==> config.mk <==
export PLATFORM = sky130hd
export DESIGN_NAME = udp_oe_csr_multich_flat
export DESIGN_NICKNAME = d
export VERILOG_FILES = /design/src/rtl/udp_oe_pkg.sv /design/src/rtl/udp_oe_csr_multich_if.sv /design/src/rtl/udp_oe_csr_chan.sv /design/src/rtl/udp_oe_csr_multich.sv /design/src/flat_wrapper.sv
export SDC_FILE = /design/constraint.sdc
export NUM_CORES = 1
export LEC_CHECK = 0
export CELL_PAD_IN_SITES_DETAIL_PLACEMENT = 1
export CELL_PAD_IN_SITES_GLOBAL_PLACEMENT = 1
export CORE_AREA = 2 2 259 261
export DETAILED_ROUTE_END_ITERATION = 16
export DIE_AREA = 0 0 261 263
export PLACE_DENSITY_LB_ADDON = 0.15
export SYNTH_ARGS = -nofsm -noshare
export SYNTH_HDL_FRONTEND = slang
export SYNTH_SLANG_ARGS = --single-unit
==> constraint.sdc <==
create_clock -name clk -period 50.8 [get_ports clk]
set_input_delay 10.16 -clock clk [delete_from_list [all_inputs] [get_ports clk]]
set_output_delay 10.16 -clock clk [all_outputs]
set_load 0.1 [all_outputs]
==> src/rtl/udp_oe_pkg.sv <==
// Shared types and constants for the UDP offload-engine CSR block: config struct,
// word map, channel offsets, DFH identity words and the bad-address read value.
package udp_oe_pkg;

   typedef struct packed {
      logic [15:0] fpga_udp_port;
      logic [15:0] host_udp_port;
      logic [47:0] fpga_mac;
      logic [47:0] host_mac;
      logic [31:0] fpga_ip;
      logic [31:0] host_ip;
      logic [31:0] netmask;
      logic [15:0] payload_per_packet;
      logic [15:0] checksum_ip;
   } udp_oe_cfg_t;

   typedef enum logic [1:0] {
      RST_IDLE  = 2'd0,
      RST_HELD  = 2'd1,
      RST_PULSE = 2'd2
   } rst_state_t;

   // Common register words (byte address >> 3)
   localparam logic [8:0] W_DFH_HDR         = 9'h000;
   localparam logic [8:0] W_ID_LO           = 9'h001;
   localparam logic [8:0] W_ID_HI           = 9'h002;
   localparam logic [8:0] W_REG_OFFSET      = 9'h003;
   localparam logic [8:0] W_REG_PARAMS      = 9'h004;
   localparam logic [8:0] W_SCRATCH         = 9'h005;
   localparam logic [8:0] W_NUM_CHAN        = 9'h006;
   localparam logic [8:0] W_FPGA_UDP_PORT   = 9'h007;
   localparam logic [8:0] W_HOST_UDP_PORT   = 9'h008;
   localparam logic [8:0] W_FPGA_MAC        = 9'h009;
   localparam logic [8:0] W_HOST_MAC        = 9'h00A;
   localparam logic [8:0] W_FPGA_IP         = 9'h00B;
   localparam logic [8:0] W_HOST_IP         = 9'h00C;
   localparam logic [8:0] W_NETMASK         = 9'h00D;
   localparam logic [8:0] W_PAYLOAD         = 9'h00E;
   localparam logic [8:0] W_CHECKSUM_IP     = 9'h00F;

   localparam logic [3:0] CH_INFO     = 4'h0;
   localparam logic [3:0] CH_RST_CTRL = 4'h1;
   localparam logic [3:0] CH_STATUS   = 4'h2;
   localparam logic [3:0] CH_MISC     = 4'h3;
   localparam logic [3:0] CH_TX_CNT   = 4'h4;
   localparam logic [3:0] CH_RX_CNT   = 4'h5;

   localparam logic [63:0] DFH_HEADER     = 64'h3000_0001_0000_1001;
   localparam logic [63:0] DFH_ID_LO      = 64'hB9F1_4E2A_5C7D_0011;
   localparam logic [63:0] DFH_ID_HI      = 64'h4F3E_9A1C_77D2_8E45;
   localparam logic [63:0] DFH_REG_OFFSET = 64'h0000_0000_0000_0000;
   localparam logic [63:0] DFH_REG_PARAMS = 64'h0000_0000_0000_0040;

   localparam logic [63:0] REG_RD_BADADDR_DATA = 64'hBAAD_ADD0_BAAD_ADD0;

   function automatic logic [63:0] be_merge(input logic [63:0] old_v,
                                            input logic [63:0] new_v,
                                            input logic [7:0]  be);
      logic [63:0] r;
      r = old_v;
      for (int i = 0; i < 8; i++) begin
         if (be[i]) r[8*i +: 8] = new_v[8*i +: 8];
      end
      return r;
   endfunction

endpackage

==> src/rtl/udp_oe_csr_multich_if.sv <==
// Avalon-MM CSR bus bundle for udp_oe_csr_multich (64-bit data, 12-bit byte address).
interface udp_oe_csr_multich_if;

   // Handshake: read/write are accepted in every cycle they are high (waitrequest
   // is tied low); each read is answered by readdatavalid exactly one cycle later.
   logic [11:0] avmm_address;
   logic        avmm_read;
   logic        avmm_write;
   logic [63:0] avmm_writedata;
   logic [7:0]  avmm_byteenable;
   logic [63:0] avmm_readdata;
   logic        avmm_readdatavalid;
   logic        avmm_waitrequest;

   modport master (
      output avmm_address, avmm_read, avmm_write, avmm_writedata, avmm_byteenable,
      input  avmm_readdata, avmm_readdatavalid, avmm_waitrequest
   );

   modport slave (
      input  avmm_address, avmm_read, avmm_write, avmm_writedata, avmm_byteenable,
      output avmm_readdata, avmm_readdatavalid, avmm_waitrequest
   );

endinterface

==> src/rtl/udp_oe_csr_chan.sv <==
// One channel: tx/rx reset FSM (IDLE/HELD/PULSE) and packet counters.
// Counters exist only when UDP_OE_CSR_PKT_CNT_EN is defined.
module udp_oe_csr_chan
   import udp_oe_pkg::*;
#(
   parameter int RST_PULSE_CYCLES = 64
) (
   input  logic        clk,
   input  logic        reset,
   input  logic        rst_wr_i,
   input  logic        rst_auto_i,
   input  logic        rst_tx_i,
   input  logic        rst_rx_i,
   input  logic        tx_cnt_clr_i,
   input  logic        rx_cnt_clr_i,
   input  logic        tx_pkt_i,
   input  logic        rx_pkt_i,
   output logic        tx_rst_o,
   output logic        rx_rst_o,
   output rst_state_t  state_o,
   output logic [31:0] tx_cnt_o,
   output logic [31:0] rx_cnt_o
);

   rst_state_t state_q;
   logic [7:0] pulse_cnt_q;
   logic       tx_rst_q;
   logic       rx_rst_q;

   // Pulse lasts while pulse_cnt_q counts N..1; leaving on 1 gives exactly N cycles.
   always_ff @(posedge clk or posedge reset) begin
      if (reset) begin
         state_q     <= RST_IDLE;
         pulse_cnt_q <= 8'd0;
         tx_rst_q    <= 1'b0;
         rx_rst_q    <= 1'b0;
      end else if (rst_wr_i) begin
         tx_rst_q <= rst_tx_i;
         rx_rst_q <= rst_rx_i;
         if (!(rst_tx_i || rst_rx_i)) begin
            state_q     <= RST_IDLE;
            pulse_cnt_q <= 8'd0;
         end else if (rst_auto_i) begin
            state_q     <= RST_PULSE;
            pulse_cnt_q <= 8'(RST_PULSE_CYCLES);
         end else begin
            state_q     <= RST_HELD;
            pulse_cnt_q <= 8'd0;
         end
      end else if (state_q == RST_PULSE) begin
         if (pulse_cnt_q == 8'd1) begin
            state_q     <= RST_IDLE;
            pulse_cnt_q <= 8'd0;
            tx_rst_q    <= 1'b0;
            rx_rst_q    <= 1'b0;
         end else begin
            pulse_cnt_q <= pulse_cnt_q - 8'd1;
         end
      end
   end

   assign tx_rst_o = tx_rst_q;
   assign rx_rst_o = rx_rst_q;
   assign state_o  = state_q;

`ifdef UDP_OE_CSR_PKT_CNT_EN
   logic [31:0] tx_cnt_q;
   logic [31:0] rx_cnt_q;

   // A clear coinciding with a packet leaves the count at 1, not 0.
   always_ff @(posedge clk or posedge reset) begin
      if (reset) begin
         tx_cnt_q <= 32'd0;
         rx_cnt_q <= 32'd0;
      end else begin
         if (tx_cnt_clr_i)                       tx_cnt_q <= {31'd0, tx_pkt_i};
         else if (tx_pkt_i && (tx_cnt_q != '1))  tx_cnt_q <= tx_cnt_q + 32'd1;
         if (rx_cnt_clr_i)                       rx_cnt_q <= {31'd0, rx_pkt_i};
         else if (rx_pkt_i && (rx_cnt_q != '1))  rx_cnt_q <= rx_cnt_q + 32'd1;
      end
   end

   assign tx_cnt_o = tx_cnt_q;
   assign rx_cnt_o = rx_cnt_q;
`else
   logic unused_cnt_in;
   assign unused_cnt_in = ^{tx_cnt_clr_i, rx_cnt_clr_i, tx_pkt_i, rx_pkt_i};
   assign tx_cnt_o = 32'd0;
   assign rx_cnt_o = 32'd0;
`endif

endmodule

==> src/rtl/udp_oe_csr_multich.sv <==
// Avalon-MM CSR block for the UDP offload engine: common config plus NUM_CHAN channel
// blocks. Define UDP_OE_CSR_PKT_CNT_EN to include the per-channel packet counters.
module udp_oe_csr_multich
   import udp_oe_pkg::*;
#(
   parameter int NUM_CHAN         = 2,
   parameter int CHAN_BASE        = 'h20,
   parameter int RST_PULSE_CYCLES = 64
) (
   input  logic                         clk,
   input  logic                         reset,
   udp_oe_csr_multich_if.slave          avmm,
   output udp_oe_cfg_t                  cfg,
   output logic [NUM_CHAN-1:0]          chan_tx_rst,
   output logic [NUM_CHAN-1:0]          chan_rx_rst,
   output logic [NUM_CHAN-1:0][63:0]    chan_misc_ctrl,
   input  logic [NUM_CHAN-1:0][31:0]    chan_tx_status,
   input  logic [NUM_CHAN-1:0][31:0]    chan_rx_status,
   input  logic [NUM_CHAN-1:0]          chan_tx_pkt,
   input  logic [NUM_CHAN-1:0]          chan_rx_pkt
);

   logic [8:0]  word;
   logic [2:0]  unused_addr_lsb;
   logic [9:0]  chan_off;
   logic        in_chan;
   logic [5:0]  chan_idx;
   logic [3:0]  ch_sub;
   logic [63:0] wd;
   logic [7:0]  be;

   assign word            = avmm.avmm_address[11:3];
   assign unused_addr_lsb = avmm.avmm_address[2:0];
   assign wd              = avmm.avmm_writedata;
   assign be              = avmm.avmm_byteenable;
   assign in_chan         = ({1'b0, word} >= 10'(CHAN_BASE));
   assign chan_off        = {1'b0, word} - 10'(CHAN_BASE);
   assign chan_idx        = chan_off[9:4];
   assign ch_sub          = chan_off[3:0];

   logic [NUM_CHAN-1:0]       ch_sel;
   logic [NUM_CHAN-1:0]       rst_wr;
   logic [NUM_CHAN-1:0]       tx_clr;
   logic [NUM_CHAN-1:0]       rx_clr;
   logic [NUM_CHAN-1:0][31:0] tx_cnt;
   logic [NUM_CHAN-1:0][31:0] rx_cnt;
   rst_state_t                ch_state [NUM_CHAN];
   logic [63:0]               ch_rd    [NUM_CHAN];

   logic [63:0]               scratch_q, scratch_d;
   udp_oe_cfg_t               cfg_q, cfg_d;
   logic [NUM_CHAN-1:0][63:0] misc_q, misc_d;
   logic [63:0]               rd_data;
   logic [63:0]               readdata_q;
   logic                      rdvalid_q;

   for (genvar c = 0; c < NUM_CHAN; c++) begin : g_chan
      assign ch_sel[c] = in_chan && (chan_idx == 6'(c));
      // Reset control lives entirely in byte lane 0.
      assign rst_wr[c] = avmm.avmm_write && ch_sel[c] && (ch_sub == CH_RST_CTRL) && be[0];
      assign tx_clr[c] = avmm.avmm_write && ch_sel[c] && (ch_sub == CH_TX_CNT);
      assign rx_clr[c] = avmm.avmm_write && ch_sel[c] && (ch_sub == CH_RX_CNT);

      udp_oe_csr_chan #(
         .RST_PULSE_CYCLES (RST_PULSE_CYCLES)
      ) u_chan (
         .clk          (clk),
         .reset        (reset),
         .rst_wr_i     (rst_wr[c]),
         .rst_auto_i   (wd[4]),
         .rst_tx_i     (wd[1]),
         .rst_rx_i     (wd[0]),
         .tx_cnt_clr_i (tx_clr[c]),
         .rx_cnt_clr_i (rx_clr[c]),
         .tx_pkt_i     (chan_tx_pkt[c]),
         .rx_pkt_i     (chan_rx_pkt[c]),
         .tx_rst_o     (chan_tx_rst[c]),
         .rx_rst_o     (chan_rx_rst[c]),
         .state_o      (ch_state[c]),
         .tx_cnt_o     (tx_cnt[c]),
         .rx_cnt_o     (rx_cnt[c])
      );

      assign ch_rd[c] =
         (ch_sub == CH_INFO)     ? {47'd0, 1'(c == NUM_CHAN - 1), 8'(c), 8'h10} :
         (ch_sub == CH_RST_CTRL) ? {59'd0, (ch_state[c] == RST_PULSE), 2'b00,
                                    chan_tx_rst[c], chan_rx_rst[c]} :
         (ch_sub == CH_STATUS)   ? {chan_tx_status[c], chan_rx_status[c]} :
         (ch_sub == CH_MISC)     ? misc_q[c] :
         (ch_sub == CH_TX_CNT)   ? {32'd0, tx_cnt[c]} :
         (ch_sub == CH_RX_CNT)   ? {32'd0, rx_cnt[c]} :
                                   REG_RD_BADADDR_DATA;
   end

   always_comb begin
      rd_data = REG_RD_BADADDR_DATA;
      if (!in_chan) begin
         case (word)
            W_DFH_HDR:       rd_data = DFH_HEADER;
            W_ID_LO:         rd_data = DFH_ID_LO;
            W_ID_HI:         rd_data = DFH_ID_HI;
            W_REG_OFFSET:    rd_data = DFH_REG_OFFSET;
            W_REG_PARAMS:    rd_data = DFH_REG_PARAMS;
            W_SCRATCH:       rd_data = scratch_q;
            W_NUM_CHAN:      rd_data = 64'(NUM_CHAN);
            W_FPGA_UDP_PORT: rd_data = 64'(cfg_q.fpga_udp_port);
            W_HOST_UDP_PORT: rd_data = 64'(cfg_q.host_udp_port);
            W_FPGA_MAC:      rd_data = 64'(cfg_q.fpga_mac);
            W_HOST_MAC:      rd_data = 64'(cfg_q.host_mac);
            W_FPGA_IP:       rd_data = 64'(cfg_q.fpga_ip);
            W_HOST_IP:       rd_data = 64'(cfg_q.host_ip);
            W_NETMASK:       rd_data = 64'(cfg_q.netmask);
            W_PAYLOAD:       rd_data = 64'(cfg_q.payload_per_packet);
            W_CHECKSUM_IP:   rd_data = 64'(cfg_q.checksum_ip);
            default:         rd_data = REG_RD_BADADDR_DATA;
         endcase
      end else begin
         for (int c = 0; c < NUM_CHAN; c++) begin
            if (ch_sel[c]) rd_data = ch_rd[c];
         end
      end
   end

   // Narrow cfg fields merge against their zero-extended value, then truncate.
   always_comb begin
      scratch_d = scratch_q;
      cfg_d     = cfg_q;
      misc_d    = misc_q;
      if (avmm.avmm_write && !in_chan) begin
         case (word)
            W_SCRATCH:       scratch_d = be_merge(scratch_q, wd, be);
            W_FPGA_UDP_PORT: cfg_d.fpga_udp_port = 16'(be_merge(64'(cfg_q.fpga_udp_port), wd, be));
            W_HOST_UDP_PORT: cfg_d.host_udp_port = 16'(be_merge(64'(cfg_q.host_udp_port), wd, be));
            W_FPGA_MAC:      cfg_d.fpga_mac = 48'(be_merge(64'(cfg_q.fpga_mac), wd, be));
            W_HOST_MAC:      cfg_d.host_mac = 48'(be_merge(64'(cfg_q.host_mac), wd, be));
            W_FPGA_IP:       cfg_d.fpga_ip = 32'(be_merge(64'(cfg_q.fpga_ip), wd, be));
            W_HOST_IP:       cfg_d.host_ip = 32'(be_merge(64'(cfg_q.host_ip), wd, be));
            W_NETMASK:       cfg_d.netmask = 32'(be_merge(64'(cfg_q.netmask), wd, be));
            W_PAYLOAD:       cfg_d.payload_per_packet = 16'(be_merge(64'(cfg_q.payload_per_packet), wd, be));
            W_CHECKSUM_IP:   cfg_d.checksum_ip = 16'(be_merge(64'(cfg_q.checksum_ip), wd, be));
            default:         ;
         endcase
      end
      for (int c = 0; c < NUM_CHAN; c++) begin
         if (avmm.avmm_write && ch_sel[c] && (ch_sub == CH_MISC))
            misc_d[c] = be_merge(misc_q[c], wd, be);
      end
   end

   always_ff @(posedge clk or posedge reset) begin
      if (reset) begin
         scratch_q  <= 64'd0;
         cfg_q      <= '0;
         misc_q     <= '0;
         readdata_q <= 64'd0;
         rdvalid_q  <= 1'b0;
      end else begin
         scratch_q <= scratch_d;
         cfg_q     <= cfg_d;
         misc_q    <= misc_d;
         rdvalid_q <= avmm.avmm_read;
         if (avmm.avmm_read) readdata_q <= rd_data;
      end
   end

   assign cfg                     = cfg_q;
   assign chan_misc_ctrl          = misc_q;
   assign avmm.avmm_readdata      = readdata_q;
   assign avmm.avmm_readdatavalid = rdvalid_q;
   assign avmm.avmm_waitrequest   = 1'b0;

endmodule

==> src/flat_wrapper.sv <==
// flat-port wrapper written by rule: the top's interface ports become plain ports
module udp_oe_csr_multich_flat import udp_oe_pkg::*;
#(
   parameter int NUM_CHAN         = 2,
   parameter int CHAN_BASE        = 'h20,
   parameter int RST_PULSE_CYCLES = 64
)
  (clk, reset, cfg, chan_tx_rst, chan_rx_rst, chan_misc_ctrl, chan_tx_status, chan_rx_status, chan_tx_pkt, chan_rx_pkt, avmm_avmm_address, avmm_avmm_read, avmm_avmm_write, avmm_avmm_writedata, avmm_avmm_byteenable, avmm_avmm_readdata, avmm_avmm_readdatavalid, avmm_avmm_waitrequest);
  udp_oe_csr_multich_if avmm_i ();
  input  logic clk;
  input  logic reset;
  output udp_oe_cfg_t cfg;
  output logic [NUM_CHAN-1:0] chan_tx_rst;
  output logic [NUM_CHAN-1:0] chan_rx_rst;
  output logic [NUM_CHAN-1:0][63:0] chan_misc_ctrl;
  input  logic [NUM_CHAN-1:0][31:0] chan_tx_status;
  input  logic [NUM_CHAN-1:0][31:0] chan_rx_status;
  input  logic [NUM_CHAN-1:0] chan_tx_pkt;
  input  logic [NUM_CHAN-1:0] chan_rx_pkt;
  input wire logic [$bits(avmm_i.avmm_address)-1:0] avmm_avmm_address;
  input wire logic [$bits(avmm_i.avmm_read)-1:0] avmm_avmm_read;
  input wire logic [$bits(avmm_i.avmm_write)-1:0] avmm_avmm_write;
  input wire logic [$bits(avmm_i.avmm_writedata)-1:0] avmm_avmm_writedata;
  input wire logic [$bits(avmm_i.avmm_byteenable)-1:0] avmm_avmm_byteenable;
  output wire logic [$bits(avmm_i.avmm_readdata)-1:0] avmm_avmm_readdata;
  output wire logic [$bits(avmm_i.avmm_readdatavalid)-1:0] avmm_avmm_readdatavalid;
  output wire logic [$bits(avmm_i.avmm_waitrequest)-1:0] avmm_avmm_waitrequest;
  assign avmm_i.avmm_address = avmm_avmm_address;
  assign avmm_i.avmm_read = avmm_avmm_read;
  assign avmm_i.avmm_write = avmm_avmm_write;
  assign avmm_i.avmm_writedata = avmm_avmm_writedata;
  assign avmm_i.avmm_byteenable = avmm_avmm_byteenable;
  assign avmm_avmm_readdata = avmm_i.avmm_readdata;
  assign avmm_avmm_readdatavalid = avmm_i.avmm_readdatavalid;
  assign avmm_avmm_waitrequest = avmm_i.avmm_waitrequest;
  udp_oe_csr_multich #(.NUM_CHAN(NUM_CHAN), .CHAN_BASE(CHAN_BASE), .RST_PULSE_CYCLES(RST_PULSE_CYCLES)) u_core (.clk(clk), .reset(reset), .avmm(avmm_i), .cfg(cfg), .chan_tx_rst(chan_tx_rst), .chan_rx_rst(chan_rx_rst), .chan_misc_ctrl(chan_misc_ctrl), .chan_tx_status(chan_tx_status), .chan_rx_status(chan_rx_status), .chan_tx_pkt(chan_tx_pkt), .chan_rx_pkt(chan_rx_pkt));
endmodule
==> flow_metrics.tcl <==
set metrics [dict create \
    ctsResizeCount 0 \
    synthCells 2043 \
    start_kind "input pin" \
    ys_top_cells_by_area "dfrtp_1, mux2_2, mux4_2" \
    grt_pass1_vias 23000 \
    slew_viol_final 0 \
    dieArea_um2 68600 \
    setup_tns_ns 0 \
    arrival_ns 14.19 \
    postRouteAntennaNets 0 \
    antenna_found_initial 6 \
    path_max_fanout 21 \
    initial_utilization 0.394 \
    avgRoutedWirePerCell_um 33.5 \
    rsz0062_at_grt "false" \
    p_clk_frac 0.444 \
    hp-class "flip-flop to flip-flop" \
    nNetsFinal 2906 \
    cp_data_required_time_ns 51.30 \
    synth_xor_xnor_area_share 0.00237 \
    synthMuxAreaShare 0.269 \
    path_delay_family "simple AND/OR/NAND/NOR gates" \
    yosys_register_bits 537 \
    fillers 6619 \
    slowest_delay_ns 0.82 \
    synth_edf_count 0 \
    synth.distinct_cells 84 \
    avgSynthCellArea_um2 12.7 \
    overflow 0 \
    outcome "complete, no violations" \
    power_mw 1.02 \
    finalWirelength_mm 120 \
    numCtsBuffers 59 \
    p_leak_nw 15.5 \
    io_buffers 665 \
    vias 21400 \
    critPathKind "input pin to flip-flop" \
    first_pass_iters 5 \
    slew-limit-headroom 0.122 \
    rows 94 \
    dp_hpwl_mm 86.9 \
    insertion_delay_ns 0.64 \
    post_cts_buffers 0 \
    finalHoldViolCount 0 \
    post-synth-top-count-cell "dfrtp_1" \
    syn_area_um2 25900 \
    cts.htree.levels 2 \
    drive_gt1_frac 0.263 \
    synth_nets 2268 \
    net-switching-power_mw 0.280 \
    postCtsHoldBufs 0 \
    seq_power_share 0.430 \
    cts_max_path_buffers 3 \
    grt_max_degree 170 \
    die_w_um 261 \
    internal-power_mw 0.742 \
    synth_top_family_by_area "multiplexers" \
    synth.top_cell.area_share 0.519 \
    endpoint_kind "flip-flop" \
    grt_usage 0.346 \
    synth-simple-area-share 0.0888 \
    max-cap-violations 0 \
    skew_ns 0.0156 \
    fmax_mhz 73.0 \
    synthArstFlopShare 1.00 \
    avgViaCountPerCell 5.94 \
    root_buffer "clkbuf_16" \
    die_y_um 263 \
    crit_buf_inv 2 \
    ys.warnings.count 0 \
    peakVddDrop_mv 0.0214 \
    synth.yosys.seq_area_share 0.519 \
    cpMaxStageDelayCell "nor2_2" \
    drc 0 \
    power_frac_comb 0.126 \
    cts_tree "yes" \
    first_iter_violations 1664 \
    yosys-top-cells-count "dfrtp_1, mux2_2, nor2_1" \
    multi_input_area_um2 11900 \
    powerDensity_nw_per_um2 28.8 \
    switching_share 0.274 \
    core-area_um2 65600 \
    grt_pass1_wl_mm 171 \
    area_growth_syn_to_layout_pct 36.9 \
    synth_area_leader_cell "dfrtp_1" \
    synthFlopType "dfrtp_1" \
    tightestPinTransition_ns 1.30 \
    numClockSinks 537 \
    seq_area_um2 13400 \
    timing.final.crit_share 0.270 \
    path_clk_slew_ns 0.06 \
    gp_congestion 0.880 \
    fin_crit_ns 13.69 \
    synth_compound_area_frac 0.0935 \
    io_pins 674 \
    path_cells "clkdlybuf4s50_1, inv_1, ha_1, nand4b_2, or2_2, nor2_2, nand2_1, mux2_2" \
    yosys.area_share.adder 0.00242 \
    setup_violations 0 \
]
## worst register-to-register path, delay by kind of cell, from the launching register on
| family | cells | cell delay, ns |
|---|---|---|
| compound gates | 2 | 0.61 |
| flops | 1 | 0.41 |
| simple gates | 2 | 1.00 |
## cells by family after synthesis
logic type      Yosys count
flops                   537
compound gates          350
fa+ha+maj                 5
mux                     577
simple gates            426
buf+inv                 140
xor+xnor                  7
other cells               1
## worst paths after layout
check / start / endpoint / slack [ns] / cells after the start
max: avmm_avmm_address[8] / u_core.chan_misc_ctrl[108] / 37.11 / 8
min: u_core.avmm.avmm_readdata[47] / u_core.avmm.avmm_readdata[47] / 0.50 / 2
max reg2reg: u_core.g_chan[1].u_chan.pulse_cnt_q[4] / u_core.g_chan[1].u_chan.rx_rst_o / 48.67 / 4
min reg2reg: u_core.avmm.avmm_readdata[47] / u_core.avmm.avmm_readdata[47] / 0.50 / 2
max in group asynchronous: reset / u_core.avmm.avmm_readdata[41] / 37.39 / 5
min in group asynchronous: reset / u_core.cfg[136] / 10.06 / 2
## power groups by stage
| stage | combinational, mW | sequential, mW | clock (mW) |
|---|---|---|---|
| detailed placement | 0.128 | 0.447 | 0 |
| global placement | 0.127 | 0.447 | 0 |
| floorplan | 0.0369 | 0.483 | 0 |
| finish | 0.129 | 0.439 | 0.453 |
| CTS | 0.129 | 0.439 | 0.458 |
| global route | 0.134 | 0.440 | 0.473 |
## per-layer routing
layer / track usage / part of all wire
met5: 0 / 0.00035
met3: 0.0800 / 0.073
met2: 0.582 / 0.49
met4: 0.112 / 0.035
met1: 0.437 / 0.40
## layout make-up
type	instances	area share
inverter	15	0.00180
sequential	537	0.379
tap	864	0.0305
antenna	3	0.000212
clock buffer	90	0.0504
clock inverter	15	0.00646
multi-input combinational	1366	0.336
timing repair buffer	702	0.195
## cells in the final DEF (no fill, tap or decap), types with 20 or more instances in the layout
master	n
dfrtp_1	537
clkbuf_16	61
nor2_1	134
a21oi_1	56
clkdlybuf4s50_1	657
nand3_1	20
mux4_2	47
mux2i_1	57
buf_4	41
nor3_1	28
a22oi_1	43
mux2_1	21
a31oi_1	33
mux2_2	447
nor2_2	26
o21ai_0	62
a221oi_1	28
nand2_1	88
## sequential cells by signal, indices dropped and copies added (netlist names)
signal and count:
u_core.cfg 256, u_core.chan_misc_ctrl 128, u_core.avmm.avmm_readdata 64, u_core.scratch_q 64, u_core.g_chan.u_chan.pulse_cnt_q 16, u_core.g_chan.u_chan.state_o 4, u_core.g_chan.u_chan.rx_rst_o 2, u_core.g_chan.u_chan.tx_rst_o 2
u_core.avmm.avmm_readdatavalid 1
## per-stage QoR
stage	cell area [um2]	worst slack, ns	instances	utilization	hold WS (ns)
finish	35400	37.11	3592	0.540	0.497
global route	35400	36.87	3592	0.540	0.514
CTS	35400	37.19	3589	0.540	0.501
detailed placement	33400	36.56	3484	0.509	0.488
global placement	33400	36.63	3484	0.509	0.471
floorplan	25900	25.63	2043	-	0.467
No activity file was read; power rests on OpenSTA's default activity.
